$ cat config.mk
export PLATFORM = sky130hd
export DESIGN_NAME = norm8_seq
export DESIGN_NICKNAME = d
export VERILOG_FILES = /design/src/rtl/norm_pkg.sv /design/src/rtl/norm8_seq.sv
export SDC_FILE = /design/constraint.sdc
export NUM_CORES = 1
export LEC_CHECK = 0
export ABC_AREA = 1
export BUFFER_PORTS_ARGS = -buffer_cell sky130_fd_sc_hd__buf_2
export CAP_MARGIN = 20
export CORE_MARGIN = 10
export CORE_UTILIZATION = 50
export DETAILED_ROUTE_END_ITERATION = 7
export PLACE_DENSITY = 0.77
export SLEW_MARGIN = 20
export SYNTH_ARGS = -nofsm -noshare
export SYNTH_HDL_FRONTEND = slang
export SYNTH_SLANG_ARGS = --single-unit
export TNS_END_PERCENT = 1
$ cat constraint.sdc
create_clock -name clk -period 1.6 [get_ports clk]
set_input_delay 0.24 -clock clk [delete_from_list [all_inputs] [get_ports clk]]
set_output_delay 0.24 -clock clk [all_outputs]
set_load 0.01 [all_outputs]
$ cat src/rtl/norm_pkg.sv
// Shared definitions for the normalizer and the barrel shifter it pairs with:
// state encoding, shift-direction encoding and the default data width.
package norm_pkg;

  localparam int unsigned W_DEFAULT = 8;

  localparam logic DIR_LEFT  = 1'b0;
  localparam logic DIR_RIGHT = 1'b1;

  typedef enum logic [1:0] {
    IDLE  = 2'd0,
    SHIFT = 2'd1,
    DONE  = 2'd2
  } state_e;

endpackage

$ cat src/rtl/norm8_seq.sv
// Iterative normalizer: shifts a word one bit per cycle until the chosen end
// bit is set, then presents the shifted word and shift count to the consumer.
module norm8_seq
  import norm_pkg::*;
#(
  parameter int unsigned W = W_DEFAULT
) (
  input  logic                  clk,
  input  logic                  rst,
  input  logic                  in_valid,
  output logic                  in_ready,
  input  logic [W-1:0]          in_data,
  input  logic                  in_dir,
  output logic                  out_valid,
  input  logic                  out_ready,
  output logic [W-1:0]          out_data,
  output logic [$clog2(W)-1:0]  out_cnt,
  output logic                  out_zero,
  output logic                  busy
);

  localparam int unsigned CNT_W = $clog2(W);

  state_e           state_q, state_d;
  logic [W-1:0]     work_q, work_d;
  logic [CNT_W-1:0] cnt_q, cnt_d;
  logic             dir_q, dir_d;
  logic             zero_q, zero_d;
  logic             out_valid_q, out_valid_d;
  logic             in_ready_q, in_ready_d;
  logic             busy_q, busy_d;
  logic             target_bit;

  assign target_bit = (dir_q == DIR_RIGHT) ? work_q[0] : work_q[W-1];

  // Next-state and next-output logic
  always_comb begin
    state_d     = state_q;
    work_d      = work_q;
    cnt_d       = cnt_q;
    dir_d       = dir_q;
    zero_d      = zero_q;
    out_valid_d = out_valid_q;
    in_ready_d  = in_ready_q;

    case (state_q)
      IDLE: begin
        in_ready_d = 1'b1;
        if (in_valid && in_ready_q) begin
          work_d     = in_data;
          cnt_d      = '0;
          dir_d      = in_dir;
          in_ready_d = 1'b0;
          if (in_data == '0) begin
            zero_d      = 1'b1;
            out_valid_d = 1'b1;
            state_d     = DONE;
          end else begin
            zero_d  = 1'b0;
            state_d = SHIFT;
          end
        end
      end
      SHIFT: begin
        if (target_bit) begin
          out_valid_d = 1'b1;
          state_d     = DONE;
        end else begin
          work_d = (dir_q == DIR_RIGHT) ? (work_q >> 1) : (work_q << 1);
          cnt_d  = cnt_q + CNT_W'(1);
        end
      end
      DONE: begin
        if (out_valid_q && out_ready) begin
          out_valid_d = 1'b0;
          in_ready_d  = 1'b1;
          state_d     = IDLE;
        end
      end
      default: begin
        state_d = IDLE;
      end
    endcase

    busy_d = (state_d != IDLE);
  end

  always_ff @(posedge clk or posedge rst) begin
    if (rst) begin
      state_q     <= IDLE;
      work_q      <= '0;
      cnt_q       <= '0;
      dir_q       <= DIR_LEFT;
      zero_q      <= 1'b0;
      out_valid_q <= 1'b0;
      in_ready_q  <= 1'b0;
      busy_q      <= 1'b0;
    end else begin
      state_q     <= state_d;
      work_q      <= work_d;
      cnt_q       <= cnt_d;
      dir_q       <= dir_d;
      zero_q      <= zero_d;
      out_valid_q <= out_valid_d;
      in_ready_q  <= in_ready_d;
      busy_q      <= busy_d;
    end
  end

  assign in_ready  = in_ready_q;
  assign out_valid = out_valid_q;
  assign out_data  = work_q;
  assign out_cnt   = cnt_q;
  assign out_zero  = zero_q;
  assign busy      = busy_q;

endmodule

**After elaboration in Yosys (flattened, before gate mapping)**

Index checks and enable logic that the tools add are counted.

- Add/sub/neg operators: 1
- $mul: 0
- Divide/modulo/power cells: 0
- $lt $le $gt $ge: 0
- Eq/ne operators: 7
- Shift-type cells: 0
- Mux-type cells: 22
- Bitwise operators: 0
- Reduce and logical (&&, ||, !) cells: 12

Operators by type and width:

| operator | count |
|---|---|
| 2-to-1 mux 8 bit | 3 |
| case mux 8 bit (2 select lines) | 1 |
| inequality test 2 bit, second input constant | 5 |
| zero test 8 bit | 1 |
| 2-to-1 mux 1 bit | 8 |
| 2-to-1 mux 2 bit | 4 |
| 2-to-1 mux 3 bit | 2 |
| case mux 2 bit (3 select lines) | 1 |
| case mux 3 bit (2 select lines) | 1 |
| nonzero test 2 bit | 3 |
| AND reduction 5 bit | 1 |
| AND reduction 2 bit | 2 |
| adder 3 x 1 -> 3 bit, second input constant | 1 |
| case mux 1 bit (3 select lines) | 1 |
| AND reduction 3 bit | 1 |
| nonzero test 3 bit | 1 |
| equality test 2 x 1 -> 1 bit, second input constant | 1 |
| equality test 2 bit, second input constant | 1 |
| logical AND 1 bit | 2 |
| zero test 2 bit | 1 |
| case mux 1 bit (2 select lines) | 1 |

- Bits in registers: 18
- Latch bits: 0
- Memory bits (writable): 0
- ROM bits: 0
- Bits of input ports: 13
- Logic and storage cells: 50
- Memories kept: 0

**Depth between registers and ports, before layout**

Gate-level depths: netlist of the first run.

- Depth in word-level cells: 5
- Mapped depth: 8
- Gate-level depth less buffers: 8

**Worst setup path after synthesis of the first run**

No wires, ideal clock.

- Kind: reg-to-reg
- Start point: register dir_q
- End point: register cnt_q[0], in the netlist out_cnt[0]
- Library setup time: 0.130 ns
- Arrival: 1.003 ns
- Data required time: 1.470 ns
- Path slack: 0.467 ns
- Cell stages (with the launch flop): 8
- Path buffers: 1
- Clock period less this slack: 1.133 ns
- Path through: dfrtp_1 > buf_6 > o21ai_2 > nand2_2 > nand2_4 > inv_2 > nand2_1 > o21ai_0

- Longest elaborated chain between the ends: 3

RTL lines:

| item | line | RTL |
|---|---|---|
| start: declaration | norm8_seq.sv:27 | `logic dir_q, dir_d;` |
| start signal: assignment | norm8_seq.sv:102 | `dir_q <= dir_d;` |
| 2-to-1 mux 1 bit | norm8_seq.sv:34 | `assign target_bit = (dir_q == DIR_RIGHT) ? work_q[0] : work_q[W-1];` |
| inequality test 2 bit (no line) | - |  |
| AND reduction 3 bit (no line) | - |  |
| end signal: assignment | norm8_seq.sv:101 | `cnt_q <= cnt_d;` |
| end: declaration | norm8_seq.sv:26 | `logic [CNT_W-1:0] cnt_q, cnt_d;` |

No other way between the ends.
A chain may end at the register's enable or synchronous reset.

**Worst setup path in the final report of the first run**

- Start point: register state_q[1]
- End point: register cnt_q[0], in the netlist out_cnt[0]

- Longest elaborated chain between the ends: 3
- Elaborated cells between the ends (all ways): 7
- Classes of those cells: 3 x eq/ne; 1 x mux; 3 x reduce/logical

RTL lines:

| item | line | RTL |
|---|---|---|
| start: declaration | norm8_seq.sv:24 | `state_e state_q, state_d;` |
| start signal: assignment | norm8_seq.sv:99 | `state_q <= state_d;` |
| equality test 2 x 1 -> 1 bit or zero test 2 bit (tied branches) | norm8_seq.sv:46 | `case (state_q)` |
| inequality test 2 bit (no line) or nonzero test 2 bit (tied branches) | - |  |
| AND reduction 3 bit (no line) | - |  |

Several ways; a longest one is shown, not always the timed one.

==> results of run 1 <==
power by group:
group	switching, mW	internal, mW	total [mW]
Sequential	0.207	0.649	0.856
Clock	0.142	0.138	0.281
Combinational	0.702	0.397	1.10
Total	1.05	1.19	2.24
state kept, by name, summed over array words and instances, names as in the netlist:
name,flops
busy,1
dir_q,1
in_ready,1
out_cnt,3
out_data,8
out_valid,1
out_zero,1
state_q,2
what timing repair did:
item,CTS,global route
gates resized for setup,0,1
endpoints found under the setup margin,0,2
setup buffers,0,0
metal layers:
layer,up-vias,track usage (%)
li1,479,-
met1,408,14.6
met5,-,0
met4,0,4.81
met3,2,3.61
met2,19,18.3
worst register-to-register path: stages, from the launching register on:
cell     delay, ns
dfrtp_2       0.51
nor2_1        0.22
nand2_1       0.16
nand2_4       0.19
inv_2         0.11
nand2_1       0.07
o21ai_0       0.08
how the worst min path moves through the flow:
| stage | end | cells after the start | slack (ns) | from |
|---|---|---|---|---|
| after floorplan | busy$_DFF_PP0_ | 1 | 0.18 | rst |
| after global placement | out_data[7]$_DFFE_PP0P_ | 2 | 0.36 | rst |
| after detailed placement | busy$_DFF_PP0_ | 2 | 0.37 | rst |
| after CTS | state_q[0]$_DFF_PP0_ | 2 | 0.05 | rst |
| after global routing | out_zero$_DFFE_PP0P_ | 2 | 0.07 | rst |
| final | busy$_DFF_PP0_ | 2 | 0.03 | rst |
cell usage in the layout, fill, tap and decap left out, drive strengths merged:
cell    count
nand2      49
nand3       5
inv        10
clkbuf      4
nor2       17
a21oi       3
o21ai      24
ha          1
nor3        1
xor2        1
buf        28
dfrtp      18
synthesized netlist by cell type:
library cell,number
xor2_1,1
inv_2,2
nor2_1,16
nand2_4,1
o21ai_2,1
nand3_2,2
ha_1,1
buf_4,1
a21oi_1,3
inv_1,8
o21ai_1,6
o21ai_0,17
dfrtp_1,18
buf_6,2
nand2_1,47
nor3_1,1
nand3_1,3
nor2_4,1
buf_8,1
nand2_2,1
through the flow:
| stage | setup WS (ns) | hold slack (ns) |
|---|---|---|
| floorplan | 0.467 | 0.179 |
| global route | 0.0360 | 0.0690 |
| CTS | 0.154 | 0.0492 |
| finish | 0.156 | 0.0275 |
| detailed placement | 0.168 | 0.372 |
| global placement | 0.232 | 0.359 |
area by class of cell:
cell class / count / area (um2) / share of cell area (%)
inverter: 10 / 37.5 / 3.22
timing repair buffer: 28 / 143 / 12.2
clock buffer: 4 / 36.3 / 3.11
multi-input combinational: 101 / 465 / 39.9
tap: 27 / 33.8 / 2.89
sequential: 18 / 452 / 38.7
cell families (layout without fill, tap and decap cells):
logic type,count (synthesis),after routing,share of synthesized area (%)
buffers and inverters,14,42,8.27
DFF,18,18,45.1
and+or+nand+nor,72,72,30.6
xor gates and xnor gates,1,1,0.877
adders and majority gates,1,1,1.25
AOI/OAI and AO/OA,27,27,13.9
==> run_results.csv, run 1 <==
group,metric,value,unit
cells_and_area,n_antenna_cell,0,
routing,met1Wirelength,1.08,mm
routing,wl_met3,156,um
cells_and_area,stdcell_area,1170,um2
hold_path,hold_path_class,"input port to asynchronous set/reset pin",
clock_network,htreeDepth,1,
worst_setup_path,worstReg2RegEnd,"out_cnt[0]$_DFFE_PP0P_",
run_status,status,"completed",
clock_network,cts-hold-fix-buffers,0,
routing,drt-total-wl,2.36,mm
place,place_inst,184,
logic_synthesis,yosysSeqAreaShare,45.1,%
worst_setup_path,path_delay_family,"simple AND/OR/NAND/NOR gates",
cells_and_area,nets,176,
routing,first_pass_iters,4,
floorplanning,fp.dieH,64.7,um
sta,min_period,1.44,ns
worst_setup_path,start_kind,"flip-flop",
clock_network,clkLatencyLatePin,0.29,ns
worst_setup_path,endpoint_kind,"flip-flop",
clock_network,cts.sinks,18,
sta,tns,0,ns
worst_setup_path,reg2reg_depth,6,
logic_synthesis,netlist_instances,133,
grt,grtUsageTotal,11.7,%
worst_setup_path,cpMostUsedCell,"nand2_1",
cells_and_area,area_growth,16.9,%
routing,wl_per_cell,12.6,um
routing,drc_errors,0,
power,power_density,1920,nW/um2
sta,post-route-period-util,90.3,%
floorplanning,fp.dieW,64.7,um
sta,worstMarginPinSlew,0.668,ns
worst_setup_path,path_buf_inv,1,
floorplanning,start_util,52.0,%
logic_synthesis,syn-cell-area,998,um2
logic_synthesis,synth-seq-cells,18,
cells_and_area,fin_util,60.7,%
routing,ant_nets,0,
routing,routed_via_density,4.83,
worst_setup_path,crit_path_max_incr_delay,0.51,ns
worst_setup_path,cp.required,1.78,ns
sta,hold_viol,0,
routing,drt-initial-drc-count,47,
run,drv_cap,0,
cells_and_area,fillers,206,
worst_setup_path,cp_slowest_cell,"dfrtp_2",
worst_setup_path,r2r_setup_slack,0.16,ns
cells_and_area,drive_gt1_share,25.5,%
clock_network,clkTransAtPathRegs,0.10,ns
power,finalPower,2.24,mW
sta,finalSetupViolations,0,
sta,drv_slew,0,
clock_network,cts-root-buf,"clkbuf_4",
grt,grt_pass1_vias,905,
grt,grt_pass1_wl,4.04,mm
grt,grt_overflow_total,0,
sta,rsz0062_at_grt,"no",
worst_setup_path,endpoint,"out_cnt[0]$_DFFE_PP0P_",
grt,antenna_found_initial,0,
grt,grt_start_max_net_pins,19,
worst_setup_path,regToRegStartpoint,"state_q[1]$_DFF_PP0_",
power,ir_drop,0.00104,V
logic_synthesis,ys_warn_count,0,
place,placed_area,1130,um2
floorplanning,io_pins,28,
logic_synthesis,yosysTopAreaCell,"dfrtp_1",
floorplanning,core_region_area,1920,um2
logic_synthesis,synthesis.nets,147,
sta,fmax,0.692,GHz
worst_setup_path,crit_fanout,14,
routing,dr.max_layer_used,"met4",
place,portBuffers,27,
routing,wl_met2,1.11,mm
worst_setup_path,worst_ep_arrival_time,1.62,ns
logic_synthesis,synth_area_leaders,"dfrtp_1 (45%), nand2_1 (18%), o21ai_0 (8.5%)",
floorplanning,fp-row-count,16,
cells_and_area,final_cells,188,
clock_network,cts_buffer_depth,2,
place,dp_hpwl,1.85,mm
worst_setup_path,cp-startpoint,"state_q[1]$_DFF_PP0_",
sta,fin_skew,0.000404,ns
worst_setup_path,worstPathCellList,"nor2_1, nand2_1, nand2_4, inv_2, nand2_1, o21ai_0",
clock_network,cts_tree,"built",
worst_setup_path,criticalPathCategory,"flip-flop to flip-flop",
floorplanning,die-area,4180,um2
sta,slew_headroom,55.4,%
place,gp_congestion,0.850,
routing,vias,908,
clock_network,cts_buffers,3,
logic_synthesis,avgSynthCellArea,7.51,um2
power,power_leakage,0.646,nW
worst_setup_path,cp.depth,6,
logic_synthesis,synth_top_area_share,45.1,%
logic_synthesis,yosysUniqueCellTypes,20,
(Power assumes the default switching activity.)
==> inputs of run 2 (changes only) <==
--- a/config.mk
+++ b/config.mk
@@ -9,9 +9,11 @@
 export BUFFER_PORTS_ARGS = -buffer_cell sky130_fd_sc_hd__buf_2
 export CAP_MARGIN = 20
 export CORE_MARGIN = 10
-export CORE_UTILIZATION = 50
+export CORE_UTILIZATION = 43
+export CTS_CLUSTER_DIAMETER = 60
 export DETAILED_ROUTE_END_ITERATION = 7
-export PLACE_DENSITY = 0.77
+export MAX_ROUTING_LAYER = met4
+export PLACE_DENSITY = 0.68
 export SLEW_MARGIN = 20
 export SYNTH_ARGS = -nofsm -noshare
 export SYNTH_HDL_FRONTEND = slang
==> run_results.csv, run 2 (synthesis results as in run 1) <==
group,metric,value,unit
sta,fin_skew,0.0101,ns
routing,routed_via_density,4.90,
floorplanning,io_pins,28,
floorplanning,die-area,4650,um2
clock_network,clkLatencyLatePin,0.30,ns
floorplanning,fp.dieW,68.2,um
place,gp_congestion,0.950,
worst_setup_path,regToRegStartpoint,"state_q[1]$_DFF_PP0_",
cells_and_area,n_antenna_cell,0,
cells_and_area,final_common_cell,"nand2_1",
grt,antenna_found_initial,0,
floorplanning,fp.dieH,68.2,um
place,dp_hpwl,1.84,mm
worst_setup_path,crit_path_max_incr_delay,0.53,ns
power,finalPower,2.25,mW
worst_setup_path,reg2reg_depth,6,
clock_network,cts_setup_buffers,0,
grt,use_met2,17.2,%
sta,tns,0,ns
worst_setup_path,r2r_setup_slack,0.14,ns
routing,ant_nets,0,
power,ir_drop,0.000975,V
grt,busiest_layer,"met2",
hold_path,hold_path_class,"input port to flip-flop",
routing,wl_per_cell,12.5,um
sta,min_period,1.46,ns
grt,grtUsageTotal,11.3,%
clock_network,clkTransAtPathRegs,0.12,ns
routing,vias,935,
cells_and_area,area_growth,18.9,%
worst_setup_path,crit_fanout,14,
sta,whs,0.172,ns
grt,use_met1,13.6,%
power,power_density,1890,nW/um2
grt,grt_util_met3,3.26,%
sta,hold_viol,0,
clock_network,cts.sinks,18,
hold_path,min_from,"in_dir",
worst_setup_path,worstReg2RegEnd,"out_cnt[0]$_DFFE_PP0P_",
run,drv_cap,0,
worst_setup_path,worst_ep_arrival_time,1.64,ns
worst_setup_path,endpoint_kind,"flip-flop",
worst_setup_path,cp_slowest_cell,"dfrtp_1",
sta,fmax,0.685,GHz
floorplanning,fp-row-count,17,
sta,drv_slew,0,
grt,grt_start_max_net_pins,19,
worst_setup_path,worstPathCellList,"nor2_4, nand2_2, nand2_4, inv_2, nand2_1, o21ai_0",
run_status,status,"completed",
cells_and_area,layout_common_cells,"nand2_1 (47), buf_2 (27), dfrtp_1 (18), o21ai_0 (17), nor2_1 (15)",
routing,first_pass_iters,4,
routing,drt-initial-drc-count,24,
cells_and_area,drive_gt1_share,25.8,%
worst_setup_path,criticalPathCategory,"flip-flop to flip-flop",
worst_setup_path,start_kind,"flip-flop",
sta,slew_headroom,74.5,%
grt,grt_overflow_total,0,
clock_network,cts-root-buf,"clkbuf_4",
cells_and_area,largest_register_ffs,8,
clock_network,cts_buffers,3,
sta,post-route-period-util,91.3,%
place,portBuffers,27,
floorplanning,core_region_area,2210,um2
cells_and_area,nets,178,
worst_setup_path,cp.required,1.78,ns
grt,grt_pass1_wl,3.95,mm
floorplanning,start_util,45.1,%
power,power_leakage,0.657,nW
hold_path,hold_end,"dir_q$_DFFE_PP0P_",
clock_network,cts_buffer_depth,2,
grt,grt_pass1_vias,913,
sta,rsz0062_at_grt,"no",
routing,drt-total-wl,2.38,mm
hold_path,hold_depth,3,
sta,worstMarginPinSlew,0.383,ns
routing,drc_errors,0,
clock_network,cts_tree,"built",
sta,finalSetupViolations,0,
clock_network,htreeDepth,1,
==> run 2: cell types whose count changed in the layout (fill, tap and decap cells not counted), sizes merged <==
cell	previous run	this run
buf	28	29
dlygate4sd3	0	1
==> run 2: per-stage QoR <==
step                      cell area (um2)  util [%]  worst slack (ns)  instances
after floorplan                       998         -             0.467        133
after detailed placement             1140      51.5             0.139        186
after global placement               1140      51.5             0.193        186
after CTS                            1180      53.6             0.114        191
final                                1190      53.7             0.140        191
after global routing                 1190      53.7           0.00116        191
==> run 2: what timing repair did <==
item	4_1_cts	5_1_grt
setup endpoints to repair	0	9
endpoints found under the hold margin	18	0
resized for setup	0	1
hold buffers	1	0
==> run 2: worst max-delay path: cells and delay by family (launching register included) <==
| family | cells | cell delay [ns] |
|---|---|---|
| buffers and inverters | 1 | 0.11 |
| and+or+nand+nor | 4 | 0.63 |
| AOI/OAI and AO/OA | 1 | 0.07 |
| DFF | 1 | 0.53 |
==> run 2: how the worst max path moves through the flow <==
stage | start | end | slack [ns] | depth (start not counted)
after floorplan | dir_q$_DFFE_PP0P_ | out_cnt[0]$_DFFE_PP0P_ | 0.47 | 7
after global placement | state_q[1]$_DFF_PP0_ | out_cnt[0]$_DFFE_PP0P_ | 0.19 | 6
after detailed placement | state_q[1]$_DFF_PP0_ | out_cnt[0]$_DFFE_PP0P_ | 0.14 | 6
after CTS | state_q[1]$_DFF_PP0_ | out_cnt[0]$_DFFE_PP0P_ | 0.11 | 6
after global routing | state_q[1]$_DFF_PP0_ | out_cnt[0]$_DFFE_PP0P_ | 0.001 | 6
final | state_q[1]$_DFF_PP0_ | out_cnt[0]$_DFFE_PP0P_ | 0.14 | 6
==> run 2: final cells by class <==
class / count / area (um2)
fillers: 222 / 1020
multi-input cells: 101 / 468
flip-flops and latches: 18 / 450
repair buffers: 30 / 160
inverters: 10 / 37.5
clock buffers: 4 / 36.3
well taps: 28 / 35.0
==> run 2: where the power goes <==
part / leakage [nW] / internal [mW] / switching [mW] / total (mW)
combinational: 0.410 / 0.402 / 0.698 / 1.10
sequential: 0.226 / 0.647 / 0.211 / 0.858
clock: 0.0210 / 0.139 / 0.150 / 0.289
total: 0.657 / 1.19 / 1.06 / 2.25
==> run 2: routing by layer <==
layer / up-vias / routed length [um]
li1: 484 / -
met1: 423 / 1110
met2: 24 / 1100
met3: 4 / 142
met4: 0 / 27
met5: - / 0
